[config.mk]
export PLATFORM = sky130hd
export DESIGN_NAME = load_sequencer
export DESIGN_NICKNAME = d
export VERILOG_FILES = /design/src/rtl/load_pkg.sv /design/src/rtl/load_word_cnt.sv /design/src/rtl/load_sequencer.sv
export SDC_FILE = /design/constraint.sdc
export NUM_CORES = 1
export LEC_CHECK = 0
export ABC_AREA = 0
export ABC_CLOCK_PERIOD_IN_PS = 5000
export CAP_MARGIN = 20
export CORE_ASPECT_RATIO = 2
export CORE_MARGIN = 5
export CORE_UTILIZATION = 49
export DETAILED_ROUTE_END_ITERATION = 8
export GPL_TIMING_DRIVEN = 1
export PLACE_DENSITY = 0.86
export SLEW_MARGIN = 20
export SYNTH_ARGS = -nofsm -noshare
export SYNTH_HDL_FRONTEND = slang
export SYNTH_SLANG_ARGS = --single-unit
[constraint.sdc]
create_clock -name clk -period 5 [get_ports clk]
set_clock_uncertainty 0.2 [all_clocks]
set_input_delay 1.5 -clock clk [delete_from_list [all_inputs] [get_ports clk]]
set_output_delay 1.5 -clock clk [all_outputs]
set_load 0.03 [all_outputs]
[src/rtl/load_pkg.sv]
// Shared definitions for the load sequencer and the dataload stage it feeds:
// FSM state type, load-type encodings, default geometry and a width helper.
package load_pkg;

   // Default tile geometry: one weight word, eight 32-bit input words.
   localparam int W_WORDS_DEF = 1;
   localparam int I_WORDS_DEF = 8;
   localparam int TILE_W_DEF  = 8;

   // Encoding of dataload's load_type input.
   localparam logic LOAD_TYPE_WEIGHT = 1'b0;
   localparam logic LOAD_TYPE_INPUT  = 1'b1;

   typedef enum logic [2:0] {
      S_IDLE,
      S_LOAD_W,
      S_LOAD_I,
      S_WAIT_ACK,
      S_DONE
   } seq_state_t;

   // Bits needed to hold values 0..max_val, never fewer than one.
   function automatic int cnt_width(input int max_val);
      return (max_val <= 1) ? 1 : $clog2(max_val + 1);
   endfunction

endpackage

[src/rtl/load_word_cnt.sv]
// Up-counter with synchronous clear, increment and a terminal-count flag
// that compares against a runtime last value. Clear wins over increment.
module load_word_cnt #(
   parameter int WIDTH = 1
) (
   input  logic             clk,
   input  logic             rst_n,
   input  logic             i_clr,
   input  logic             i_inc,
   input  logic [WIDTH-1:0] i_last,
   output logic [WIDTH-1:0] o_cnt,
   output logic             o_term
);

   logic [WIDTH-1:0] r_cnt;

   // Count register: clear has priority, otherwise step on increment.
   always_ff @(posedge clk or negedge rst_n) begin
      if (!rst_n) begin
         r_cnt <= '0;
      end else if (i_clr) begin
         r_cnt <= '0;
      end else if (i_inc) begin
         r_cnt <= r_cnt + WIDTH'(1);
      end
   end

   assign o_cnt  = r_cnt;
   assign o_term = (r_cnt == i_last);

endmodule

[src/rtl/load_sequencer.sv]
// Upstream feeder for the dataload stage. Takes a 32-bit host word stream
// over valid/ready and drives dataload tile by tile: W_WORDS weight words,
// then I_WORDS input words, then waits for tile_ack_i before the next tile.
// Optional build macro LOAD_SEQ_STALL_CNT_EN adds stall_cnt_o, a saturating
// count of load-state cycles in which the host had no word available.
module load_sequencer
   import load_pkg::*;
#(
   parameter int W_WORDS = W_WORDS_DEF,
   parameter int I_WORDS = I_WORDS_DEF,
   parameter int TILE_W  = TILE_W_DEF
) (
   input  logic              clk,
   input  logic              rst_n,
   input  logic              start_i,
   input  logic [TILE_W-1:0] num_tiles_i,
   input  logic [31:0]       host_data_i,
   input  logic              host_valid_i,
   output logic              host_ready_o,
   input  logic              tile_ack_i,
   output logic [31:0]       data_o,
   output logic              load_en_o,
   output logic              load_type_o,
   output logic [TILE_W-1:0] tile_idx_o,
   output logic              busy_o,
   output logic              done_o
`ifdef LOAD_SEQ_STALL_CNT_EN
   ,
   output logic [15:0]       stall_cnt_o
`endif
);

   localparam int WC_MAX = ((W_WORDS > I_WORDS) ? W_WORDS : I_WORDS) - 1;
   localparam int WC_W   = cnt_width(WC_MAX);

   seq_state_t        r_state;
   logic [TILE_W-1:0] r_num_tiles;
   logic [31:0]       r_data;
   logic              r_load_en;
   logic              r_load_type;

   logic              w_hs;
   logic              w_start;
   logic [WC_W-1:0]   w_word_last;
   logic [WC_W-1:0]   w_word_cnt_unused;
   logic              w_word_term;
   logic              w_tile_term;
   logic              w_tile_inc;
   logic [TILE_W-1:0] w_tile_last;

   // Ready is a pure decode of the registered state, independent of valid.
   assign host_ready_o = (r_state == S_LOAD_W) || (r_state == S_LOAD_I);
   assign busy_o       = (r_state != S_IDLE);
   assign done_o       = (r_state == S_DONE);

   assign w_hs        = host_valid_i & host_ready_o;
   assign w_start     = start_i & (r_state == S_IDLE);
   assign w_word_last = (r_state == S_LOAD_I) ? WC_W'(I_WORDS - 1)
                                              : WC_W'(W_WORDS - 1);
   assign w_tile_last = r_num_tiles - TILE_W'(1);
   assign w_tile_inc  = (r_state == S_WAIT_ACK) & tile_ack_i & ~w_tile_term;

   // Word position within the current weight or input phase.
   load_word_cnt #(.WIDTH(WC_W)) u_word_cnt (
      .clk    (clk),
      .rst_n  (rst_n),
      .i_clr  (w_start | (w_hs & w_word_term)),
      .i_inc  (w_hs),
      .i_last (w_word_last),
      .o_cnt  (w_word_cnt_unused),
      .o_term (w_word_term)
   );

   // Tile index within the job; terminal when the last tile is reached.
   load_word_cnt #(.WIDTH(TILE_W)) u_tile_cnt (
      .clk    (clk),
      .rst_n  (rst_n),
      .i_clr  (w_start),
      .i_inc  (w_tile_inc),
      .i_last (w_tile_last),
      .o_cnt  (tile_idx_o),
      .o_term (w_tile_term)
   );

   // Sequencing FSM plus the registered dataload drive (data, enable, type).
   // NOTE: non-blocking assignments make every register here sample the
   // pre-edge values, so state and outputs update together without races.
   always_ff @(posedge clk or negedge rst_n) begin
      if (!rst_n) begin
         r_state     <= S_IDLE;
         r_num_tiles <= '0;
         r_data      <= '0;
         r_load_en   <= 1'b0;
         r_load_type <= LOAD_TYPE_WEIGHT;
      end else begin
         r_load_en <= w_hs;
         if (w_hs) begin
            r_data      <= host_data_i;
            r_load_type <= (r_state == S_LOAD_I) ? LOAD_TYPE_INPUT
                                                 : LOAD_TYPE_WEIGHT;
         end

         case (r_state)
            S_IDLE: begin
               if (start_i) begin
                  r_num_tiles <= num_tiles_i;
                  r_state     <= (num_tiles_i != '0) ? S_LOAD_W : S_DONE;
               end
            end
            S_LOAD_W: begin
               if (w_hs && w_word_term) r_state <= S_LOAD_I;
            end
            S_LOAD_I: begin
               if (w_hs && w_word_term) r_state <= S_WAIT_ACK;
            end
            S_WAIT_ACK: begin
               if (tile_ack_i) r_state <= w_tile_term ? S_DONE : S_LOAD_W;
            end
            S_DONE: begin
               r_state <= S_IDLE;
            end
            default: begin
               r_state <= S_IDLE;
            end
         endcase
      end
   end

   assign data_o      = r_data;
   assign load_en_o   = r_load_en;
   assign load_type_o = r_load_type;

`ifdef LOAD_SEQ_STALL_CNT_EN
   logic [15:0] r_stall_cnt;

   // Host starvation counter: loading states with no valid word, saturating.
   always_ff @(posedge clk or negedge rst_n) begin
      if (!rst_n) begin
         r_stall_cnt <= '0;
      end else if (w_start) begin
         r_stall_cnt <= '0;
      end else if (host_ready_o && !host_valid_i && (r_stall_cnt != 16'hFFFF)) begin
         r_stall_cnt <= r_stall_cnt + 16'd1;
      end
   end

   assign stall_cnt_o = r_stall_cnt;
`endif

endmodule

==> key figures, run 1 <==
Run status
  – Status: finished, final reports clean

Clock tree
  – H-tree levels: 2
  – CTS root buffer: clkbuf_8
  – CTS tree: yes
  – Worst skew pair latency: 320 ps
  – Sink Count: 56
  – Clock slew at reported path FFs: 100 ps
  – Hold-fix buffers at CTS: 0
  – Total CTS buffers: 5
  – Clock Tree Buf Depth: 2
  – Buffer count from post-CTS setup fixing: 0
  – Post-cts sizing count: 0

Power
  – PD cells: 655 mW/mm²
  – NetSw: 1050 µW
  – Logic pwr share: 55.4%
  – Internal power: 1380 µW
  – Leak Pwr: 0.00155 µW
  – Clk pwr share: 10.2%
  – Peak VDD IR: 0.451 mV
  – Reg power frac: 34.4%
  – Switching share of total power: 43.3%

Finish
  – Fin cells: 374
  – Reg area: 0.00140 mm²
  – Fill cells: 395
  – Area grow syn2layout: 37.7%
  – Area of the multi-input gates: 0.00124 mm²
  – Finished Core Util: 68.6%
  – Nets: 361
  – Most frequent cells in the layout: clkdlybuf4s50_1 (88), dfrtp_1 (56), mux2_2 (40), nand2_1 (17), mux2i_1 (13)
  – Fin area: 0.00372 mm²
  – Diode count: 0
  – Most common cell after layout, fill and taps aside: clkdlybuf4s50_1
  – Layout cell share with drive strength beyond 1: 17.8%

Setup path
  – Reg-to-Reg End: u_tile_cnt.o_cnt[1]
  – Worst path bufs/invs: 1
  – CP top delay family: buffers and inverters
  – CP Class: flip-flop to output pin
  – Startpoint Class: flip-flop
  – Crit path max fanout: 14
  – Worst R2R Path Depth: 6
  – Setup crit end kind: output pin
  – Critical-path cell list: nor2_1 > and2_1 > clkdlybuf4s50_1
  – Worst reg2reg setup slack: 2530 ps
  – Worst path slowest cell: clkdlybuf4s50_1
  – RR Startpoint: r_num_tiles[2]
  – Worst endpoint required time: 3300 ps
  – Crit path DAT: 2000 ps
  – CP peak stage delay: 660 ps

Yosys
  – FF+latch count, synth: 56
  – Sequential area share after synthesis: 51.9%
  – Syn Inst Count: 225
  – Synth top area cells: dfrtp_1 (52%), mux2_2 (17%), mux2i_1 (4.8%), nand2_1 (2.4%), xor2_1 (2.3%)
  – Post-Syn Nets: 273
  – Post-synth cell types: 45
  – Cell taking the most area after synthesis: dfrtp_1
  – Area share of the largest cell type after synthesis: 51.9%
  – Mapped Area: 0.00270 mm²
  – Synthesized area per cell: 12.0 µm²
  – Yosys warning total: 0

GRT
  – Vias in the first global route: 2,337
  – First-pass GRT wire length: 11.0 mm
  – Largest net degree at the start of global routing: 38
  – Initial antenna violation count: 0
  – Tot GR Track Use: 19.0%
  – Grt ovf: 0

Place
  – Port bufs: 89
  – Post-detail-place hpwl: 4.99 mm
  – Placer Congestion: 0.861
  – Dpl cell area: 0.00363 mm²
  – Inst Count DP: 366

Routing
  – Final ANT Viol Nets: 0
  – First drt pass iteration count: 4
  – Iter 0 DRT Violations: 68
  – Vias after detailed routing: 2,088
  – Final WL: 6.54 mm
  – Residual DRC count: 0
  – Vias per Instance: 5.58
  – WL/cell: 17.5 µm

Timing
  – Highest Clock Rate: 0.271 GHz
  – Actual slew at the worst max-slew pin: 940 ps
  – Slew headroom: 37.2%
  – Setup TNS: 0 ps
  – Period utilisation layout: 73.9%
  – Final hold vios: 0
  – RSZ-0062 raised after global routing: no
  – Slew Viols, Final: 0
  – Final worst path period need: 3700 ps
  – Final setup violation count: 0

Min path
  – Hold Startpoint: data_o[2]
  – HP Class: flip-flop to flip-flop
  – Worst Hold Depth: 1
  – Endpoint, Worst Hold: data_o[2]

Die
  – Placeable Area: 0.00542 mm²
  – Initial Utilization: 49.8%
  – Horiz. Die Dim: 62.5 µm
  – Full die area: 0.00719 mm²
  – Rows: 38
  – I/O pins: 90
  – Die Span Y: 115 µm

Flow run
  – Maxcap violations: 0
worst max-delay path by stage:
stage,startpoint,to,slack [ps],cells after the start
floorplan,host_valid_i,data_o[24],2100,4
finish,r_state[0],done_o,1300,3
CTS,r_state[0],host_ready_o,1300,3
global route,r_state[0],host_ready_o,1200,3
global placement,host_valid_i,data_o[20],1350,4
detailed placement,host_valid_i,data_o[28],1310,4
layout make-up:
cell class              instances  area share, %
repair buffers                 90           24.0
clock buffers                   6           1.95
well taps                      60           2.02
flip-flops and latches         56           37.7
multi-input cells             154           33.3
clock inverters                 2          0.437
inverters                       6          0.606
synthesized netlist by cell type (all sizes together):
| master | number |
|---|---|
| nand3 | 3 |
| dfrtp | 56 |
| nand4 | 3 |
| and3 | 3 |
| o21ai | 7 |
| mux2i | 13 |
| a31oi | 1 |
| a21bo | 1 |
| buf | 6 |
| o31ai | 2 |
| nor4 | 1 |
| a311o | 1 |
| ha | 3 |
| nand2 | 17 |
| o41ai | 1 |
| or4 | 3 |
| mux2 | 40 |
| a211oi | 2 |
| nor2b | 1 |
| and4 | 1 |
| inv | 6 |
| o2bb2ai | 1 |
| nor2 | 10 |
| xnor2 | 4 |
| nand3b | 1 |
| nor3b | 3 |
| or2 | 1 |
| o22ai | 1 |
| clkbuf | 3 |
| nand2b | 4 |
| nor3 | 4 |
| and2 | 2 |
| o32a | 1 |
| or3 | 2 |
| o2111ai | 1 |
| xor2 | 7 |
| a311oi | 1 |
| a21oi | 8 |
logic make-up (layout without fill, tap and decap cells):
logic type	count (synthesis)	after routing	share of synthesized area [%]
compound gates	28	28	7.27
simple gates	59	59	11.8
flops	56	56	51.9
mux	53	53	21.5
xor+xnor	11	11	3.57
fa+ha+maj	3	3	1.39
buf+inv	15	104	2.59
per-layer routing:
metal	global-route usage, %	up-vias	part of all wire (%)
met5	0	-	0
met4	8.64	0	2.8
met3	4.50	16	5.4
met2	37.2	64	58
met1	18.2	1034	34
li1	-	974	-
through the flow:
step,setup WS [ps],power [µW],hold slack (ps)
after global routing,1200,2600,328
after CTS,1300,2470,316
final,1300,2440,310
after floorplan,2100,1690,300
after global placement,1350,2160,290
after detailed placement,1310,2210,295
state kept, by name, indices dropped and copies added, names as in the netlist:
signal / count
data_o: 32
load_en_o: 1
u_tile_cnt.o_cnt: 8
u_word_cnt.o_cnt: 3
load_type_o: 1
r_state: 3
r_num_tiles: 8
worst reg2reg max path, delay by kind of cell, from the launching register on:
kind | cells | cell delay [ps]
AOI/OAI and AO/OA | 3 | 600
DFF | 1 | 500
muxes | 1 | 180
and+or+nand+nor | 2 | 930
power by group through the flow:
stage / Clock, µW / Sequential, µW / Combinational [µW]
floorplan: 0 / 1090 / 608
global placement: 0 / 833 / 1330
detailed placement: 0 / 845 / 1360
CTS: 258 / 840 / 1370
global route: 277 / 874 / 1450
finish: 248 / 838 / 1350
Power figures use the tool's default switching activity.
==> run 2, diff against run 1 <==
--- a/config.mk
+++ b/config.mk
@@ -6,14 +6,14 @@
 export NUM_CORES = 1
 export LEC_CHECK = 0
 export ABC_AREA = 0
-export ABC_CLOCK_PERIOD_IN_PS = 5000
+export ABC_CLOCK_PERIOD_IN_PS = 3070
 export CAP_MARGIN = 20
 export CORE_ASPECT_RATIO = 2
 export CORE_MARGIN = 5
-export CORE_UTILIZATION = 49
+export CORE_UTILIZATION = 41
 export DETAILED_ROUTE_END_ITERATION = 8
 export GPL_TIMING_DRIVEN = 1
-export PLACE_DENSITY = 0.86
+export PLACE_DENSITY = 0.77
 export SLEW_MARGIN = 20
 export SYNTH_ARGS = -nofsm -noshare
 export SYNTH_HDL_FRONTEND = slang
==> constraint.sdc (replaced) <==
create_clock -name clk -period 3.07 [get_ports clk]
set_clock_uncertainty 0.2 [all_clocks]
set_input_delay 0.921 -clock clk [delete_from_list [all_inputs] [get_ports clk]]
set_output_delay 0.921 -clock clk [all_outputs]
set_load 0.03 [all_outputs]
==> run 2 against run 1 <==
Against the previous run: wire length barely moved; critical path depth did not move; core utilization fell by 9.6 points; cell area rose by 3.3%; register-to-register slack got worse by 1900 ps; clock power rose by 120%; non-clock buffer count rose by 3; cell count rose by 8.0%; via count rose by 1.5%; die area rose by 17%; critical endpoint unchanged.
==> key figures, run 2 (same netlist as run 1, synthesis figures left out) <==
Routing
  – Met1 wire length: 2.53 mm (was 2.22 mm)
  – WL met3: 737 µm (was 354 µm)
  – Max layer used: met4 (unchanged)
  – Final WL: 6.54 mm (about the same)
  – Vias after detailed routing: 2,119 (was 2,088)
  – WL/cell: 16.2 µm (was 17.5 µm)
  – Residual DRC count: 0 (unchanged)
  – Final ANT Viol Nets: 0 (unchanged)
  – First drt pass iteration count: 4 (unchanged)
  – Routed wl met2: 3.08 mm (was 3.79 mm)
  – Iter 0 DRT Violations: 154 (was 68)
  – Vias per Instance: 5.25 (was 5.58)

Power
  – PD cells: 1080 mW/mm² (was 655 mW/mm²)
  – Switching share of total power: 41.5% (was 43.3%)
  – Total power: 4150 µW (was 2440 µW)
  – Internal power: 2430 µW (was 1380 µW)
  – Leak Pwr: 0.00160 µW (was 0.00155 µW)
  – Logic pwr share: 54.0% (was 55.4%)
  – Reg power frac: 32.8% (was 34.4%)
  – Clk pwr share: 13.2% (was 10.2%)
  – NetSw: 1720 µW (was 1050 µW)
  – Peak VDD IR: 0.643 mV (was 0.451 mV)

Timing
  – Period utilisation layout: 95.8%
  – Final hold vios: 0 (unchanged)
  – Slew headroom: 53.7% (was 37.2%)
  – RSZ-0062 raised after global routing: no (unchanged)
  – Slew Viols, Final: 0 (unchanged)
  – Final worst path period need: 2940 ps
  – Setup TNS: 0 ps (unchanged)
  – Final setup violation count: 0 (unchanged)
  – Highest Clock Rate: 0.340 GHz
  – Actual slew at the worst max-slew pin: 694 ps (was 940 ps)

Setup path
  – Startpoint Class: flip-flop (unchanged)
  – Crit path capture: done_o (unchanged)
  – Setup crit end kind: output pin (unchanged)
  – CP Class: flip-flop to output pin (unchanged)
  – Crit path DAT: 1820 ps (was 2000 ps)
  – Worst reg2reg setup slack: 620 ps (was 2530 ps)
  – Worst R2R Path Depth: 6 (unchanged)
  – Crit path max fanout: 11 (was 14)
  – Worst endpoint required time: 1950 ps (was 3300 ps)
  – Reg-to-Reg End: u_tile_cnt.o_cnt[0] (was u_tile_cnt.o_cnt[1])
  – Crit path launch: r_state[1] (was r_state[0])
  – RR Startpoint: r_num_tiles[2] (unchanged)

Place
  – Post-detail-place hpwl: 4.86 mm (was 4.99 mm)
  – Port bufs: 89 (unchanged)
  – Placer Congestion: 0.841 (was 0.861)

Flow run
  – Maxcap violations: 0 (unchanged)

Die
  – Rows: 42 (was 38)
  – Horiz. Die Dim: 67.4 µm (was 62.5 µm)
  – Die Span Y: 125 µm (was 115 µm)
  – Initial Utilization: 41.5% (was 49.8%)
  – Full die area: 0.00841 mm² (was 0.00719 mm²)
  – I/O pins: 90 (unchanged)
  – Placeable Area: 0.00652 mm² (was 0.00542 mm²)

Finish
  – Max reg flops: 32 (unchanged)
  – Layout cell share with drive strength beyond 1: 19.0% (was 17.8%)
  – Diode count: 0 (unchanged)
  – Fill cells: 571 (was 395)
  – Area grow syn2layout: 42.2% (was 37.7%)
  – Most frequent cells in the layout: clkdlybuf4s50_1 (88), dfrtp_1 (55), mux2_2 (40), nand2_1 (17), mux2i_1 (13) (was clkdlybuf4s50_1 (88), dfrtp_1 (56), mux2_2 (40), nand2_1 (17), mux2i_1 (13))
  – Most common cell after layout, fill and taps aside: clkdlybuf4s50_1 (unchanged)
  – Nets: 364 (was 361)

Clock tree
  – Clock Tree Buf Depth: 2 (unchanged)
  – Sink Count: 56 (unchanged)
  – Total CTS buffers: 5 (unchanged)
  – H-tree levels: 2 (unchanged)
  – Worst skew pair latency: 290 ps (was 320 ps)
  – CTS tree: yes (unchanged)
  – CTS root buffer: clkbuf_16 (was clkbuf_8)
  – Clock slew at reported path FFs: 70 ps (was 100 ps)

GRT
  – Tot GR Track Use: 17.2% (was 19.0%)
  – Grt ovf: 0 (unchanged)
  – Vias in the first global route: 2,366 (was 2,337)
  – Largest net degree at the start of global routing: 57 (was 38)
  – Initial antenna violation count: 0 (unchanged)
  – First-pass GRT wire length: 11.2 mm (was 11.0 mm)

Run status
  – Status: finished, final reports clean (unchanged)

Min path
  – HP Class: flip-flop to flip-flop (unchanged)
==> run 2: cell count changes in the layout (fill, tap and decap cells not counted), sizes merged <==
cell | previous run | this run
buf | 2 | 5
clkinvlp | 1 | 0
==> run 2: timing repair <==
item | in CTS | in global routing
hold buffers | 0 | 0
buffers inserted | 0 | 0
setup endpoints to repair | 0 | 2
endpoints found under the hold margin | 0 | 0
resized for setup | 0 | 2
==> run 2: worst min-delay path by stage <==
stage | endpoint | from | cells past startpoint | slack, ps
global placement | data_o[27] | data_o[27] | 1 | 290
floorplan | r_num_tiles[7] | r_num_tiles[7] | 1 | 300
CTS | data_o[1] | data_o[1] | 1 | 310
detailed placement | data_o[1] | data_o[1] | 1 | 300
finish | data_o[1] | data_o[1] | 1 | 310
global route | data_o[16] | data_o[16] | 1 | 340
==> run 2: power groups by stage <==
stage	Combinational (µW)	Sequential, µW	Clock, µW
global placement	2200	1340	0
floorplan	990	1770	0
global route	2410	1420	600
finish	2240	1360	548
CTS	2260	1360	566
detailed placement	2250	1370	0
==> run 2: critical path, stage by stage, from the launching register on <==
cell,delay (ps)
dfrtp_1,500
nor2_1,220
and2_1,150
clkdlybuf4s50_1,660
==> run 2: layer usage <==
metal,track usage (%),up-vias
met4,8.85,0
met5,0,-
met2,25.9,103
met1,20.1,1023
li1,-,980
met3,7.85,13
==> run 2: final cells by class <==
type                       count  area, µm²  area share, %
multi-input combinational    154       1240           32.4
clock buffer                   6        129           3.35
inverter                       6       22.5          0.586
sequential                    56       1400           36.5
clock inverter                 1       5.00          0.130
tap                           88        110           2.87
timing repair buffer          93        928           24.2
==> run 2: metrics by stage <==
| stage | cells | instance area [µm²] | setup slack [ps] | util (%) | hold WS (ps) |
|---|---|---|---|---|---|
| 2_1_floorplan | 225 | 2700 | 752 | - | 300 |
| 5_1_grt | 404 | 3840 | 3.28 | 59.0 | 336 |
| 3_5_place_dp | 397 | 3700 | 329 | 56.8 | 296 |
| 3_3_place_gp | 397 | 3700 | 360 | 56.8 | 290 |
| 6_report | 404 | 3840 | 129 | 59.0 | 310 |
| 4_1_cts | 404 | 3830 | 9.27 | 58.8 | 310 |
==> RTL edit (config.mk and constraints of run 1) <==
The package constant `I_WORDS_DEF` goes from 8 to 16.
--- a/src/rtl/load_pkg.sv
+++ b/src/rtl/load_pkg.sv
@@ -4,7 +4,7 @@
 
    // Default tile geometry: one weight word, eight 32-bit input words.
    localparam int W_WORDS_DEF = 1;
-   localparam int I_WORDS_DEF = 8;
+   localparam int I_WORDS_DEF = 16;
    localparam int TILE_W_DEF  = 8;
 
    // Encoding of dataload's load_type input.
Function: no difference found for any inputs over 10 cycles, from zero or initial values and one cycle with rst_n low; that may be too few to reach the edited logic, so the function may still have changed.
==> RTL edit against run 1 <==
Synthesized area rose by 3.1%. Design area rose by 8.9%. Sequential cell count rose by 1. Worst setup slack improved by 0.14 ns. Routed wire length rose by 2.0%. Power rose by 20%. Synthesized cell count rose by 11%. Sequential power rose by 2%. Utilization rose by 3.5 points. Register-to-register slack got worse by 0.17 ns. Critical path type unchanged.
==> RTL edit: results (changes against run 1) <==
- Fill cells: 388 (-1.8%)
- Largest net degree at the start of global routing: 40 (+5.3%)
- Total Routed Length: 6670 µm (+2.0%)
- CTS root buffer: clkbuf_16
- Starting DRT DRC Count: 125 (+84%)
- Total CTS buffers: 9 (+4)
- Status: finished clean
- Sw power: 1.14 mW (+8.3%)
- Number of global-route vias before repair: 2418 (+3.5%)
- Post-DP HPWL: 4840 µm (-2.9%)
- Post-synth top cells: 57 x dfrtp_1, 42 x nand2_1, 33 x mux2_2
- Setup TNS: 0 ns (unchanged)
- Dpl cells: 389 (+6.3%)
- Top cells by area, synth: dfrtp_1 51%, mux2_2 13%, nand2_1 5.7%
- Cells after Synth: 249 (+11%)
- Syn_nets: 297 (+8.8%)
- Post-place setup slack: 1.57 ns (+0.262 ns)
- Clock Path Buffers: 2 (unchanged)
- VDD IR max: 0.000534 V (+18%)
- Synth cell types: 41 (-8.9%)
- Worst-Margin Slew: 0.872 ns (-0.0680 ns)
- Layout cells sized above 1: 0.183 (+0.00480)
- Wire length of the first global-routing pass: 11600 µm (+5.6%)
- H-tree depth: 3 (+1)
- Via density: 5.47 (-2.0%)
- Clock transition at path regs: 0.05 ns (-0.05 ns)
- Sequential area share after synthesis: 0.512 (-0.00663)
- CP Max Fanout: 13 (-1)
[RTL edit: cells by family after synthesis]
logic type,after synthesis,share of synthesized area
simple gates,94,0.174
flops,57,0.512
mux,43,0.169
compound gates,22,0.0602
buf+inv,16,0.0269
xor+xnor,14,0.0440
fa+ha+maj,3,0.0135
[RTL edit: metal layers]
| metal | global-route usage | vias to the layer above | part of all wire |
|---|---|---|---|
| met5 | 0 | - | 0 |
| met4 | 0.0971 | 0 | 0.011 |
| met3 | 0.0780 | 4 | 0.096 |
| met2 | 0.324 | 93 | 0.51 |
| met1 | 0.231 | 1072 | 0.38 |
| li1 | - | 1046 | - |
[RTL edit: final timing paths]
kind,from,endpoint,slack (ns),cells past startpoint
setup / recovery,r_state[1],host_ready_o,1.44,3
max in group asynchronous,rst_n,data_o[12],2.71,2
min in group asynchronous,rst_n,data_o[28],1.09,1
hold / removal,data_o[30],data_o[30],0.30,1
hold reg to reg,data_o[30],data_o[30],0.30,1
setup reg to reg,r_num_tiles[0],r_state[0],2.36,8
[RTL edit: final cells by class]
cell class / instances / share of cell area
flip-flops and latches: 57 / 0.352
multi-input cells: 176 / 0.319
repair buffers: 91 / 0.222
clock buffers: 12 / 0.0658
well taps: 61 / 0.0189
clock inverters: 4 / 0.0182
inverters: 4 / 0.00371
[RTL edit: metrics by stage]
| stage | total power [mW] | hold WS [ns] | area, µm² | utilization |
|---|---|---|---|---|
| floorplan | 1.75 | 0.265 | 2790 | - |
| global placement | 2.20 | 0.287 | 3700 | 0.660 |
| detailed placement | 2.26 | 0.293 | 3700 | 0.660 |
| CTS | 2.96 | 0.303 | 4040 | 0.721 |
| global route | 3.11 | 0.325 | 4050 | 0.722 |
| finish | 2.93 | 0.304 | 4050 | 0.722 |
[RTL edit: worst max-delay path: stages, from the launching register on]
cell	delay (ns)
dfrtp_1	0.52
xnor2_1	0.19
nor2_1	0.12
clkdlybuf4s50_1	0.71
[RTL edit: power by group through the flow]
stage,Clock (mW),Sequential (mW),Combinational [mW]
after detailed placement,0,0.859,1.40
after global placement,0,0.841,1.36
after global routing,0.714,0.892,1.50
after floorplan,0,1.11,0.646
after CTS,0.695,0.857,1.41
final,0.677,0.856,1.39
